### src/rtl/spi_pkg.sv
// Shared framing constants and state encoding for the soft SPI register link.
package spi_pkg;

  localparam int unsigned MSG_WIDTH  = 32;
  localparam int unsigned ADDR_WIDTH = 7;
  localparam int unsigned DATA_WIDTH = MSG_WIDTH - ADDR_WIDTH - 1;

  localparam logic RW_READ  = 1'b1;
  localparam logic RW_WRITE = 1'b0;

  typedef enum logic [2:0] {
    StIdle,
    StSetup,
    StHigh,
    StLow,
    StHold,
    StGap
  } master_state_e;

endpackage

### src/rtl/spi_half_period_timer.sv
// Loadable down-counter; o_tick is high during the last cycle of a loaded period.
module spi_half_period_timer #(
  parameter int unsigned Width = 4
) (
  input  logic             i_clk,
  input  logic             i_rst_n,
  input  logic             i_load,
  input  logic [Width-1:0] i_period,
  output logic             o_tick
);

  logic [Width-1:0] r_count;

  always_ff @(posedge i_clk or negedge i_rst_n) begin
    if (!i_rst_n) begin
      r_count <= '0;
    end else if (i_load) begin
      r_count <= i_period - Width'(1);
    end else if (r_count != '0) begin
      r_count <= r_count - Width'(1);
    end
  end

  assign o_tick = (r_count == '0);

endmodule

### src/rtl/soft_spi_master.sv
// SPI initiator sending [rw, addr, data] frames MSB first; MOSI changes on SCK fall,
// MISO is sampled on SCK rise.
module soft_spi_master
  import spi_pkg::*;
#(
  parameter  int unsigned MsgWidth  = MSG_WIDTH,
  parameter  int unsigned AddrWidth = ADDR_WIDTH,
  parameter  int unsigned ClkDiv    = 4,
  parameter  int unsigned CsGap     = 4,
  localparam int unsigned DataWidth = MsgWidth - AddrWidth - 1
) (
  input  logic                 i_clk,
  input  logic                 i_rst_n,
  input  logic                 i_start,
  input  logic                 i_rw,
  input  logic [AddrWidth-1:0] i_addr,
  input  logic [DataWidth-1:0] i_wdata,
  input  logic                 i_keep_cs,
  output logic                 o_busy,
  output logic                 o_done,
  output logic [DataWidth-1:0] o_rdata,
  output logic                 o_sck,
  output logic                 o_ncs,
  output logic                 o_mosi,
  input  logic                 i_miso
);

  localparam int unsigned CntWidth   = $clog2(MsgWidth) + 1;
  localparam int unsigned TimerMax   = (ClkDiv > CsGap) ? ClkDiv : CsGap;
  localparam int unsigned TimerWidth = $clog2(TimerMax + 1);

  master_state_e         r_state, w_state_next;
  logic [MsgWidth-1:0]   r_tx_shift, w_tx_shift_next;
  logic [MsgWidth-1:0]   r_rx_shift, w_rx_shift_next;
  logic [CntWidth-1:0]   r_bit_cnt, w_bit_cnt_next;
  logic [DataWidth-1:0]  r_rdata, w_rdata_next;
  logic                  r_keep_cs, w_keep_cs_next;
  logic                  r_done, w_done_next;
  logic                  r_busy, w_busy_next;
  logic                  r_sck, w_sck_next;
  logic                  r_ncs, w_ncs_next;
  logic                  r_mosi, w_mosi_next;
  logic                  r_miso_meta, r_miso_sync;

  logic                  w_tick;
  logic                  w_timer_load;
  logic [TimerWidth-1:0] w_timer_period;

  spi_half_period_timer #(
    .Width(TimerWidth)
  ) u_timer (
    .i_clk   (i_clk),
    .i_rst_n (i_rst_n),
    .i_load  (w_timer_load),
    .i_period(w_timer_period),
    .o_tick  (w_tick)
  );

  always_ff @(posedge i_clk or negedge i_rst_n) begin
    if (!i_rst_n) begin
      r_state     <= StIdle;
      r_tx_shift  <= '0;
      r_rx_shift  <= '0;
      r_bit_cnt   <= '0;
      r_rdata     <= '0;
      r_keep_cs   <= 1'b0;
      r_done      <= 1'b0;
      r_busy      <= 1'b0;
      r_sck       <= 1'b0;
      r_ncs       <= 1'b1;
      r_mosi      <= 1'b0;
      r_miso_meta <= 1'b0;
      r_miso_sync <= 1'b0;
    end else begin
      r_state     <= w_state_next;
      r_tx_shift  <= w_tx_shift_next;
      r_rx_shift  <= w_rx_shift_next;
      r_bit_cnt   <= w_bit_cnt_next;
      r_rdata     <= w_rdata_next;
      r_keep_cs   <= w_keep_cs_next;
      r_done      <= w_done_next;
      r_busy      <= w_busy_next;
      r_sck       <= w_sck_next;
      r_ncs       <= w_ncs_next;
      r_mosi      <= w_mosi_next;
      r_miso_meta <= i_miso;
      r_miso_sync <= r_miso_meta;
    end
  end

  always_comb begin
    w_state_next    = r_state;
    w_tx_shift_next = r_tx_shift;
    w_rx_shift_next = r_rx_shift;
    w_bit_cnt_next  = r_bit_cnt;
    w_rdata_next    = r_rdata;
    w_keep_cs_next  = r_keep_cs;
    w_done_next     = 1'b0;
    w_busy_next     = r_busy;
    w_sck_next      = r_sck;
    w_ncs_next      = r_ncs;
    w_mosi_next     = r_mosi;
    w_timer_load    = 1'b0;
    w_timer_period  = TimerWidth'(ClkDiv);

    unique case (r_state)
      StIdle: begin
        w_sck_next = 1'b0;
        // After a keep_cs frame busy lingers one cycle in idle; start is ignored then.
        if (r_busy) begin
          w_busy_next = 1'b0;
        end else if (i_start) begin
          w_tx_shift_next = {i_rw, i_addr, i_wdata};
          w_keep_cs_next  = i_keep_cs;
          w_ncs_next      = 1'b0;
          w_mosi_next     = i_rw;
          w_bit_cnt_next  = '0;
          w_busy_next     = 1'b1;
          w_timer_load    = 1'b1;
          w_state_next    = StSetup;
        end
      end
      StSetup, StLow: begin
        if (w_tick) begin
          w_sck_next      = 1'b1;
          w_rx_shift_next = {r_rx_shift[MsgWidth-2:0], r_miso_sync};
          w_bit_cnt_next  = r_bit_cnt + CntWidth'(1);
          w_timer_load    = 1'b1;
          w_state_next    = StHigh;
        end
      end
      StHigh: begin
        if (w_tick) begin
          w_sck_next   = 1'b0;
          w_timer_load = 1'b1;
          if (r_bit_cnt == CntWidth'(MsgWidth)) begin
            w_state_next = StHold;
          end else begin
            w_tx_shift_next = {r_tx_shift[MsgWidth-2:0], 1'b0};
            w_mosi_next     = r_tx_shift[MsgWidth-2];
            w_state_next    = StLow;
          end
        end
      end
      StHold: begin
        if (w_tick) begin
          w_rdata_next = r_rx_shift[DataWidth-1:0];
          w_done_next  = 1'b1;
          if (r_keep_cs) begin
            w_state_next = StIdle;
          end else begin
            w_ncs_next     = 1'b1;
            w_timer_load   = 1'b1;
            w_timer_period = TimerWidth'(CsGap);
            w_state_next   = StGap;
          end
        end
      end
      StGap: begin
        if (w_tick) begin
          w_busy_next  = 1'b0;
          w_state_next = StIdle;
        end
      end
      default: w_state_next = StIdle;
    endcase
  end

  assign o_busy  = r_busy;
  assign o_done  = r_done;
  assign o_rdata = r_rdata;
  assign o_sck   = r_sck;
  assign o_ncs   = r_ncs;
  assign o_mosi  = r_mosi;

endmodule

### config.mk
export PLATFORM = sky130hd
export DESIGN_NAME = soft_spi_master
export DESIGN_NICKNAME = d
export VERILOG_FILES = /design/src/rtl/spi_pkg.sv /design/src/rtl/spi_half_period_timer.sv /design/src/rtl/soft_spi_master.sv
export SDC_FILE = /design/constraint.sdc
export NUM_CORES = 1
export LEC_CHECK = 0
export CAP_MARGIN = 5
export CORE_AREA = 2 2 102 104
export DETAILED_ROUTE_END_ITERATION = 6
export DIE_AREA = 0 0 104 106
export PLACE_DENSITY_LB_ADDON = 0.08
export SETUP_SLACK_MARGIN = 0.1
export SLEW_MARGIN = 20
export SYNTH_ARGS = -nofsm -noshare
export SYNTH_HDL_FRONTEND = slang
export SYNTH_HIERARCHICAL = 1
export SYNTH_SLANG_ARGS = --single-unit
### constraint.sdc
create_clock -name i_clk -period 5.05 [get_ports i_clk]
set_input_delay 0.505 -clock i_clk [delete_from_list [all_inputs] [get_ports i_clk]]
set_output_delay 0.505 -clock i_clk [all_outputs]
set_load 0.02 [all_outputs]
; ---- Word-level counts from Yosys, hierarchy flattened
; Cells that the tools add are included.
[totals]
n_memories = 0
rom_bits = 0
latch_bits = 0
register_bits = 99
word_cells = 92
ram_bits = 0
in_bits = 37
[classes]
muxes = 41
shift = 0
reduce_logical = 20
bitwise = 1
magnitude_cmp = 0
addsub = 2
n_eq_ne = 14
mul = 0
n_div = 0
[ops]
columns = operator, n
row1 = $mux 31, 4
row2 = $pmux 31 s2, 1
row3 = $mux 3, 10
row4 = $mux 6, 3
row5 = $mux 1, 16
row6 = $pmux 3 s5, 1
row7 = $pmux 6 s2, 1
row8 = $reduce_and 5->1, 2
row9 = $reduce_bool 2->1, 5
row10 = $ne 2x1->1 const B, 4
row11 = $ne 2x2->1 const B, 4
row12 = $add 6x1->6 const B, 1
row13 = $eq 3x2->1 const B, 2
row14 = $eq 3x3->1 const B, 2
row15 = $eq 6x6->1 const B, 1
row16 = $logic_not 3->1, 2
row17 = $pmux 1 s2, 3
row18 = $pmux 1 s3, 2
row19 = $reduce_and 2->1, 3
row20 = $reduce_and 3->1, 2
row21 = $reduce_and 6->1, 1
row22 = $reduce_bool 3->1, 2
row23 = $reduce_and 4->1, 1
row24 = $eq 3x1->1 const B, 1
row25 = other kinds (4), 4

; ---- Depth between registers and ports, before layout
; Gate-level depths: netlist of the first run.
[logic_depth]
ltp_word = 4
depth_mapped = 11

; ---- By module
; Netlist of the first run, hierarchy kept.
[modules_own_cells]
columns = mod, area_each_um2, cells_per_inst, n_inst
row1 = soft_spi_master, 4199.0, 354, 1
row2 = spi_half_period_timer, 173.9, 19, 1

; ---- Worst setup path after synthesis of the first run
; Ideal clock, no wire load.
[synth_timing]
path_type = reg-to-reg
startpoint = reg r_state[2]
endpoint = reg u_timer.r_count[2]
setup_ns = 0.087
path_stages_with_launch = 11
period_less_slack_ns = 2.551
arrival_ns = 2.464
setup_slack_ns = 2.499
required_ns = 4.963
path_cell_list = dfrtp_1 > buf_2 > or3b_2 > nor3_4 > a21o_1 > clkbuf_1 > mux2i_1 > ha_1 > inv_1 > or3_1 > a22oi_1
[synth_via]
elab_chain_cells = 4
elab_cells_between_ends = 9
cone_classes = eq/ne: 4 / mux: 2 / reduce/logical: 3
[synth_lines]
columns = item, line
row1 = "start, declared", soft_spi_master.sv:32  ; master_state_e r_state, w_state_next;
row2 = "start signal, assigned", soft_spi_master.sv:61  ; r_state <= StIdle;
row3 = "start signal, assigned", soft_spi_master.sv:75  ; r_state <= w_state_next;
row4 = $eq 3x2->1 / $eq 3x1->1 (equally long branches), soft_spi_master.sv:106  ; unique case (r_state)
row5 = $reduce_or 3->1 (no line), --
row6 = $pmux 1 s3 (*), soft_spi_master.sv:106
row7 = via w_timer_load, soft_spi_master.sv:46  ; logic w_timer_load;
row8 = $mux 3 / $reduce_bool 2->1 (equally long branches), --
row9 = "end signal, assigned", spi_half_period_timer.sv:18  ; r_count <= i_period - Width'(1);
row10 = "end signal, assigned", spi_half_period_timer.sv:20  ; r_count <= r_count - Width'(1);
row11 = "end, declared", spi_half_period_timer.sv:12  ; logic [Width-1:0] r_count;
; The timed path passes the listed nets; every way through them passes the cells marked *.
; A chain may end at the register's enable or synchronous reset.

; ---- Worst setup path after layout of the first run
; Same ends and word-level chain as after synthesis.

==> results of run 1 <==
==> worst min-delay path by stage <==
stage | start | endpoint | slack [ns] | cells past startpoint
3_3_place_gp | r_miso_meta | r_miso_sync | 0.34 | 0
3_5_place_dp | r_miso_meta | r_miso_sync | 0.34 | 0
6_report | i_rst_n | o_rdata[20] | 0.19 | 1
2_1_floorplan | i_rst_n | o_busy | 0.21 | 0
5_1_grt | i_rst_n | o_done | 0.23 | 1
4_1_cts | i_rst_n | o_rdata[20] | 0.20 | 1
==> area by class of cell <==
cell class,instances,area [sq um]
Timing Repair Buffer,70,686
Tap cell,136,170
Fill cell,908,4660
Clock inverter,6,105
Multi-Input combinational cell,244,1750
Sequential cell,99,2480
Clock buffer,9,124
Inverter,7,26.3
==> placed cells by master, fill, tap and decap left out, drive strengths merged, types with 2 or more instances in the layout <==
cell type,netlist,layout
dfrtp,98,98
nand2,85,85
clkdlybuf4s50,0,64
o22ai,31,31
a2bb2oi,31,31
mux2,24,24
nor2,12,12
o21ai,9,9
clkbuf,7,9
a21oi,8,8
inv,7,7
buf,18,6
conb,2,4
nor3,4,4
nand3,3,3
ha,3,3
bufinv,0,3
clkinv,0,3
or3b,3,3
a21o,2,2
a31oi,2,2
xnor2,2,2
mux2i,2,2
nand3b,2,2
==> registers in the layout, summed over array words and instances, names as in the netlist <==
signal	count
r_miso_meta	1
r_tx_shift	31
o_ncs	1
r_keep_cs	1
r_miso_sync	1
o_sck	1
u_timer/r_count	3
r_bit_cnt	6
r_rx_shift	24
o_mosi	1
o_done	1
r_state	3
o_rdata	24
o_busy	1
==> layer usage <==
| metal | GRT usage (%) | share of wire (%) |
|---|---|---|
| met3 | 3.19 | 3.8 |
| met4 | 7.24 | 1.8 |
| met1 | 21.5 | 46 |
| met5 | 0 | 0 |
| met2 | 27.2 | 48 |
==> stage by stage <==
step	cells	hold WS, ns	total power [mW]	worst slack, ns
6_report	571	0.188	2.78	2.27
3_5_place_dp	556	0.342	2.21	1.89
4_1_cts	571	0.205	2.81	2.24
3_3_place_gp	556	0.336	2.19	2.03
5_1_grt	571	0.234	2.96	2.11
2_1_floorplan	375	0.209	1.99	2.50
==> cell families after synthesis <==
logic type               count (synthesis)
AO/OA/AOI/OAI                           91
XOR/XNOR                                 3
adder cells (fa/ha/maj)                  3
buffers and inverters                   32
flip-flops                              99
multiplexers                            26
other                                    2
AND/OR/NAND/NOR                        117
==> power breakdown <==
group          internal [mW]  switching [mW]
Combinational          0.490           0.523
Sequential             0.997           0.179
Clock                  0.324           0.270
Total                   1.81           0.971
==> reports/metrics.cfg, run 1 <==
[critical_path]
worstSetupStartpointType = flip-flop
cp.arrival_ns = 3.06
timing.rr.start = r_state[2]
cpPeakStageDelay_ns = 0.59
path_delay_family = simple AND/OR/NAND/NOR gates
critPathBufInv = 1
cp.depth = 8
crit_type = flip-flop to flip-flop
crit_end = u_timer/r_count[2]
endpoint_kind = flip-flop
critPathSlowestCell = or3b_2
worst_r2r_endpoint = u_timer/r_count[2]
r2r_cells = 8
crit_start = r_state[2]
cp_max_fo = 18
crit_path_cell_trace = or3b_2 > nor3_4 > a21o_1 > mux2i_1 > ha_1 > inv_1 > or3_1 > a22oi_1
r2r_setup_slack_ns = 2.27
worstPathRequired_ns = 5.33

[synth]
synthDominantCellAreaShare_pct = 56.1
synth_xor_area_share_pct = 0.601
yosysWarnings = 6
yosysMostFrequentCell = dfrtp_1
synth_ff_type = dfrtp_1
yosys-top-cells-area = dfrtp_1, a2bb2oi_2, nand2_1
syn-mean-instance-area_sq_um = 11.7
synth_compound_area_share_pct = 19.2
synthSimpleGateAreaFrac_pct = 12.1
synth_cell_types = 45
yosys.area_share.adder_pct = 0.858
synth_edf_count = 0
synth_area_sq_um = 4370
async_flop_share_pct = 100
ys_ff_latch = 99
synthTopCellsByCount = dfrtp_1, nand2_1, o22ai_1
syn_inst = 373
yosysSeqAreaShare_pct = 56.7
synth_area_leader_cell = dfrtp_1
synth_top_family_by_area = compound AO/OA/AOI/OAI gates
synthMuxAreaShare_pct = 6.64

[grt]
grt_pass1_vias = 3012
grt_usage_pct = 16.6
grt_overflow = 0
grt_max_degree = 56
antenna_found_initial = 0
grt_pass1_wl_um = 14600

[drt]
viasPerCell = 5.18
via_count = 2958
routedWlPerCell_um = 14.9
dr.pass1.iters = 4
drc = 0
drt_iter0_drc = 185
antenna_left = 0
routed_wl_um = 8520

[timing]
finalClockSkew_ns = 0.0109
max_slew.worst_pin.slew_ns = 0.983
fmax_mhz = 359
finalSetupTns_ns = 0
final_max_slew_viol_count = 0
hold_viol = 0
setup_viol = 0
fin_crit_ns = 2.78
max-slew-margin-rel_pct = 34.5
period_share_pct = 55.1
rsz0062_at_grt = false

[floorplan]
fp-row-count = 37
core_area_sq_um = 10000
io_pins = 66
die_x_um = 104
die_area_sq_um = 11000
die_height_um = 106
floorplan.initialDensity_pct = 43.7

[final_layout]
final_core_util_pct = 53.4
drive_above_1_share_pct = 19.3
n_antenna_cell = 0
syn_to_final_growth_pct = 22.1
nets = 471
design_area_sq_um = 5340

[cts]
cts_tree = done
cts_setup_buffers = 0
clk_pin_slew_worst_paths_ns = 0.09
max-clock-path-buffers = 2
cts_resized = 0
cts_num_sinks = 99
hold_buffers = 0
h-tree-depth = 3
cts-buffers-inserted = 9
cts-root-buf = clkbuf_8
clk_latency_ns = 0.36

[placement]
placed_area_sq_um = 5110
io_buffers = 65
place_congestion = 0.732
dp_hpwl_um = 5350

[pwr]
power_leakage_nw = 2.38
power_density_nw_per_um2 = 521
ir_worst_vdd_uv = 265

[hold_path]
hold_class = input port to asynchronous set/reset pin

[status]
status = finished clean

[run]
drv_cap = 0

(Power assumes the default switching activity.)
==> run 2, diff against run 1 <==
- clock period: 5.05 -> 2.7 ns (I/O delays scaled with it)
==> reports/metrics.cfg, run 2 (synthesis results as in run 1) <==
[cts]
cts-buffers-inserted = 9  ; unchanged
cts_num_sinks = 99  ; unchanged
cts_tree = done
cts_setup_buffers = 0  ; unchanged
max-clock-path-buffers = 2  ; unchanged
cts-root-buf = clkbuf_8
clk_pin_slew_worst_paths_ns = 0.09  ; about the same
clk_latency_ns = 0.36  ; about the same
cts_resized = 0  ; unchanged
h-tree-depth = 3  ; unchanged

[timing]
max_slew.worst_pin.slew_ns = 0.647  ; -0.335 ns
setup_viol = 0  ; unchanged
finalClockSkew_ns = 0.00678  ; -0.00412 ns
holdWs_ns = 0.350  ; +0.162 ns
rsz0062_at_grt = false
fmax_mhz = 439  ; +22%
hold_viol = 0  ; unchanged
final_max_slew_viol_count = 0  ; unchanged
finalSetupTns_ns = 0  ; unchanged
fin_crit_ns = 2.28  ; -0.505 ns
period_share_pct = 84.4  ; +29 points
max-slew-margin-rel_pct = 56.8  ; +22 points

[final_layout]
largest_reg_flops = 31  ; unchanged
final_cell_mix = dfrtp_1, nand2_1, clkdlybuf4s50_1
final_common_cell = dfrtp_1
syn_to_final_growth_pct = 22.9
nets = 479  ; +1.7%
drive_above_1_share_pct = 19.8  ; +0.51 points
top_register = r_tx_shift
n_antenna_cell = 0  ; unchanged

[pwr]
power_density_nw_per_um2 = 943  ; +81%
ir_worst_vdd_uv = 435  ; +64%
power_leakage_nw = 2.40  ; +0.82%

[floorplan]
floorplan.initialDensity_pct = 43.7  ; unchanged
io_pins = 66  ; unchanged
die_x_um = 104  ; unchanged
fp-row-count = 37  ; unchanged
die_height_um = 106  ; unchanged
core_area_sq_um = 10000  ; unchanged
die_area_sq_um = 11000  ; unchanged

[critical_path]
worstSetupStartpointType = flip-flop
endpoint_kind = flip-flop
worstPathRequired_ns = 2.98  ; -2.35 ns
crit_type = flip-flop to flip-flop
cp.arrival_ns = 2.56  ; -0.50 ns
cp_max_fo = 5  ; -13

[grt]
grt_overflow = 0  ; unchanged
grt_pass1_wl_um = 14500  ; -0.42%
antenna_found_initial = 0  ; unchanged
grt_usage_pct = 16.4  ; -0.15 points
grt_max_degree = 70  ; +25%
grt_pass1_vias = 3054  ; +1.4%

[drt]
viasPerCell = 5.19  ; +0.11%
antenna_left = 0  ; unchanged
via_count = 3008  ; +1.7%
routedWlPerCell_um = 14.4  ; -3.4%
drt_iter0_drc = 158  ; -15%
drc = 0  ; unchanged
routed_wl_um = 8350  ; -1.9%
dr.pass1.iters = 4  ; unchanged

[status]
status = finished clean

[placement]
dp_hpwl_um = 5470  ; +2.2%
place_congestion = 0.728  ; -0.59%
io_buffers = 65  ; unchanged

[run]
drv_cap = 0  ; unchanged

[hold_path]
hold_class = input port to flip-flop

run 2: through the flow:
| stage | power, mW | util, % | worst slack [ns] | instances | instance area, sq um |
|---|---|---|---|---|---|
| 2_1_floorplan | 3.72 | - | 0.149 | 375 | 4380 |
| 3_3_place_gp | 4.14 | 51.8 | 0.130 | 563 | 5180 |
| 3_5_place_dp | 4.19 | 51.8 | 0.0131 | 563 | 5180 |
| 4_1_cts | 5.14 | 53.8 | 0.386 | 580 | 5380 |
| 5_1_grt | 5.42 | 53.8 | 0.213 | 580 | 5380 |
| 6_report | 5.07 | 53.8 | 0.422 | 580 | 5380 |
run 2: report_power, final:
part,switching [mW],leakage (nW),total [mW],internal (mW)
registers,0.280,1.25,2.15,1.87
clock network,0.473,0.0947,0.928,0.455
logic,1.04,1.05,2.00,0.958
run 2: path summary, 6_finish.rpt:
path,from,to,slack (ns),cells past startpoint
min,i_miso,r_miso_meta,0.35,1
min reg2reg,r_miso_meta,r_miso_sync,0.35,0
max,o_busy,u_timer/r_count[2],0.42,8
min in group asynchronous,i_rst_n,o_rdata[22],0.40,2
max in group asynchronous,i_rst_n,o_ncs,1.58,3
max reg2reg,o_busy,u_timer/r_count[2],0.42,8
run 2: area by class of cell:
type	count	area [sq um]
multi-input cells	244	1750
repair buffers	78	761
flip-flops and latches	99	2480
clock inverters	2	35.0
inverters	7	26.3
clock buffers	14	153
well taps	136	170
fillers	889	4620
run 2: repair_timing:
item,4_1_cts,5_1_grt
hold buffers,1,0
endpoints found under the hold margin,30,0
setup endpoints to repair,0,0
run 2: routing by layer:
metal | track usage (%) | part of all wire (%)
met1 | 21.0 | 46
met5 | 0 | 0
met3 | 3.37 | 4.7
met4 | 6.95 | 1.8
met2 | 27.2 | 48
run 2: critical path: stages (launching register included):
cell	delay, ns
dfrtp_1	0.41
or3b_2	0.49
nor3_4	0.14
a21o_1	0.17
mux2i_1	0.22
ha_1	0.20
inv_1	0.06
or3_1	0.34
a22oi_1	0.16
==> run 3, diff against run 2 <==
- clock period: 2.7 -> 2.1 ns (I/O delays scaled with it)
==> reports/metrics.cfg, run 3 (synthesis results as in run 1) <==
[status]
status = finished, violations left
violations = setup timing

[cts]
clk_latency_ns = 0.37  ; about the same
cts_tree = done
max-clock-path-buffers = 2  ; unchanged
clk_pin_slew_worst_paths_ns = 0.10  ; about the same
cts_num_sinks = 99  ; unchanged
cts-root-buf = clkbuf_8
h-tree-depth = 3  ; unchanged
cts-buffers-inserted = 9  ; unchanged

[critical_path]
crit_type = flip-flop to flip-flop
cp_max_fo = 3  ; -2
endpoint_kind = flip-flop
cp.arrival_ns = 2.41  ; -0.15 ns
worstSetupStartpointType = flip-flop
worstPathRequired_ns = 2.38  ; -0.60 ns

[placement]
place_congestion = 0.755  ; +3.8%
dp_cells = 575  ; +2.1%
dp_hpwl_um = 5710  ; +4.5%
io_buffers = 65  ; unchanged

[floorplan]
die_x_um = 104  ; unchanged
fp-row-count = 37  ; unchanged
core_area_sq_um = 10000  ; unchanged
floorplan.initialDensity_pct = 43.7  ; unchanged
die_area_sq_um = 11000  ; unchanged
die_height_um = 106  ; unchanged
io_pins = 66  ; unchanged

[drt]
via_count = 3039  ; +1.0%
routedWlPerCell_um = 14.3  ; -0.65%
drc = 0  ; unchanged
antenna_left = 0  ; unchanged
viasPerCell = 5.12  ; -1.2%
drt_iter0_drc = 96  ; -39%
dr.pass1.iters = 4  ; unchanged
routed_wl_um = 8480  ; +1.6%

[final_layout]
final_cell_mix = dfrtp_1, nand2_1, clkdlybuf4s50_1
syn_to_final_growth_pct = 27.7
top_register = r_tx_shift
fin_cells = 593  ; +2.2%
nets = 492  ; +2.7%
final_common_cell = dfrtp_1
drive_above_1_share_pct = 24.1  ; +4.3 points
multiInputGateArea_sq_um = 1770  ; +0.93%
n_antenna_cell = 0  ; unchanged
num-fill-cells = 917  ; +3.1%
largest_reg_flops = 31  ; unchanged
ff_latch_area_sq_um = 2480  ; about the same

[pwr]
power_leakage_nw = 2.50  ; +4.1%
ir_worst_vdd_uv = 743  ; +71%
power_density_nw_per_um2 = 1240  ; +31%

[grt]
grt_usage_pct = 16.4  ; about the same
grt_pass1_vias = 3021  ; -1.1%
grt_pass1_wl_um = 14600  ; +0.67%
antenna_found_initial = 0  ; unchanged
grt_overflow = 0  ; unchanged
grt_max_degree = 41  ; -41%

[timing]
setup_ws_ns = -0.0239  ; -0.446 ns
finalSetupTns_ns = -0.0239  ; -0.0239 ns
fmax_mhz = 471  ; +7.3%
rsz0062_at_grt = true
finalClockSkew_ns = 0.0142  ; +0.00741 ns
setup_viol = 1  ; +1
max-slew-margin-rel_pct = 65.4  ; +8.6 points
period_share_pct = 101  ; +17 points
fin_crit_ns = 2.12  ; -0.154 ns
final_max_slew_viol_count = 0  ; unchanged
max_slew.worst_pin.slew_ns = 0.519  ; -0.129 ns
hold_viol = 0  ; unchanged

[run]
drv_cap = 0  ; unchanged

[hold_path]
hold_class = input port to flip-flop

==> run 3: timing repair <==
action,4_1_cts,5_1_grt
endpoints found under the hold margin,38,0
endpoints found under the setup margin,1,57
resized for setup,0,2
hold buffers,1,0
buffers inserted,0,1
pin swaps,4,1
==> run 3: path summary, 6_finish.rpt <==
path | slack (ns) | end | from | depth (start not counted)
min | 0.28 | r_miso_meta | i_miso | 1
max in group asynchronous | 1.08 | o_done | i_rst_n | 3
max | -0.02 | u_timer/r_count[2] | r_state[2] | 8
max reg2reg | -0.02 | u_timer/r_count[2] | r_state[2] | 8
min in group asynchronous | 0.36 | r_rx_shift[19] | i_rst_n | 2
min reg2reg | 0.37 | r_miso_sync | r_miso_meta | 0
==> run 3: area by class of cell <==
class,instances,area share (%)
inverters,7,0.471
clock buffers,9,2.22
well taps,136,3.05
multi-input cells,244,31.7
clock inverters,7,1.70
repair buffers,91,16.5
flip-flops and latches,99,44.4
==> run 3: power by group <==
part | switching, mW | internal, mW
clock network | 0.728 | 0.586
registers | 0.372 | 2.40
logic | 1.37 | 1.45
==> run 3: worst max-delay path: stages, from the launching register on <==
cell and delay, ns:
dfrtp_1 0.39, or3b_4 0.42, nor3_4 0.13, a21o_1 0.16
mux2i_1 0.21, ha_2 0.21, inv_2 0.03, or3_1 0.29
a22oi_1 0.18
==> run 3: metrics by stage <==
| stage | worst slack (ns) | area, sq um | util [%] | hold WS [ns] | power [mW] |
|---|---|---|---|---|---|
| finish | -0.0239 | 5580 | 55.8 | 0.278 | 6.91 |
| global route | -0.169 | 5580 | 55.8 | 0.279 | 7.40 |
| CTS | -0.0480 | 5570 | 55.7 | 0.267 | 6.97 |
| detailed placement | -0.411 | 5340 | 53.4 | 0.228 | 5.63 |
| global placement | -0.326 | 5340 | 53.4 | 0.232 | 5.56 |
| floorplan | -0.274 | 4400 | - | -0.0856 | 4.82 |
==> run 3: layer usage <==
layer  track usage, %  wire, um  vias to the layer above
met5                0         0                        -
met4             5.21       108                        0
met3             4.23       370                        9
met2             27.0      4230                       51
met1             21.3      3770                     1510
li1                 -         -                     1469
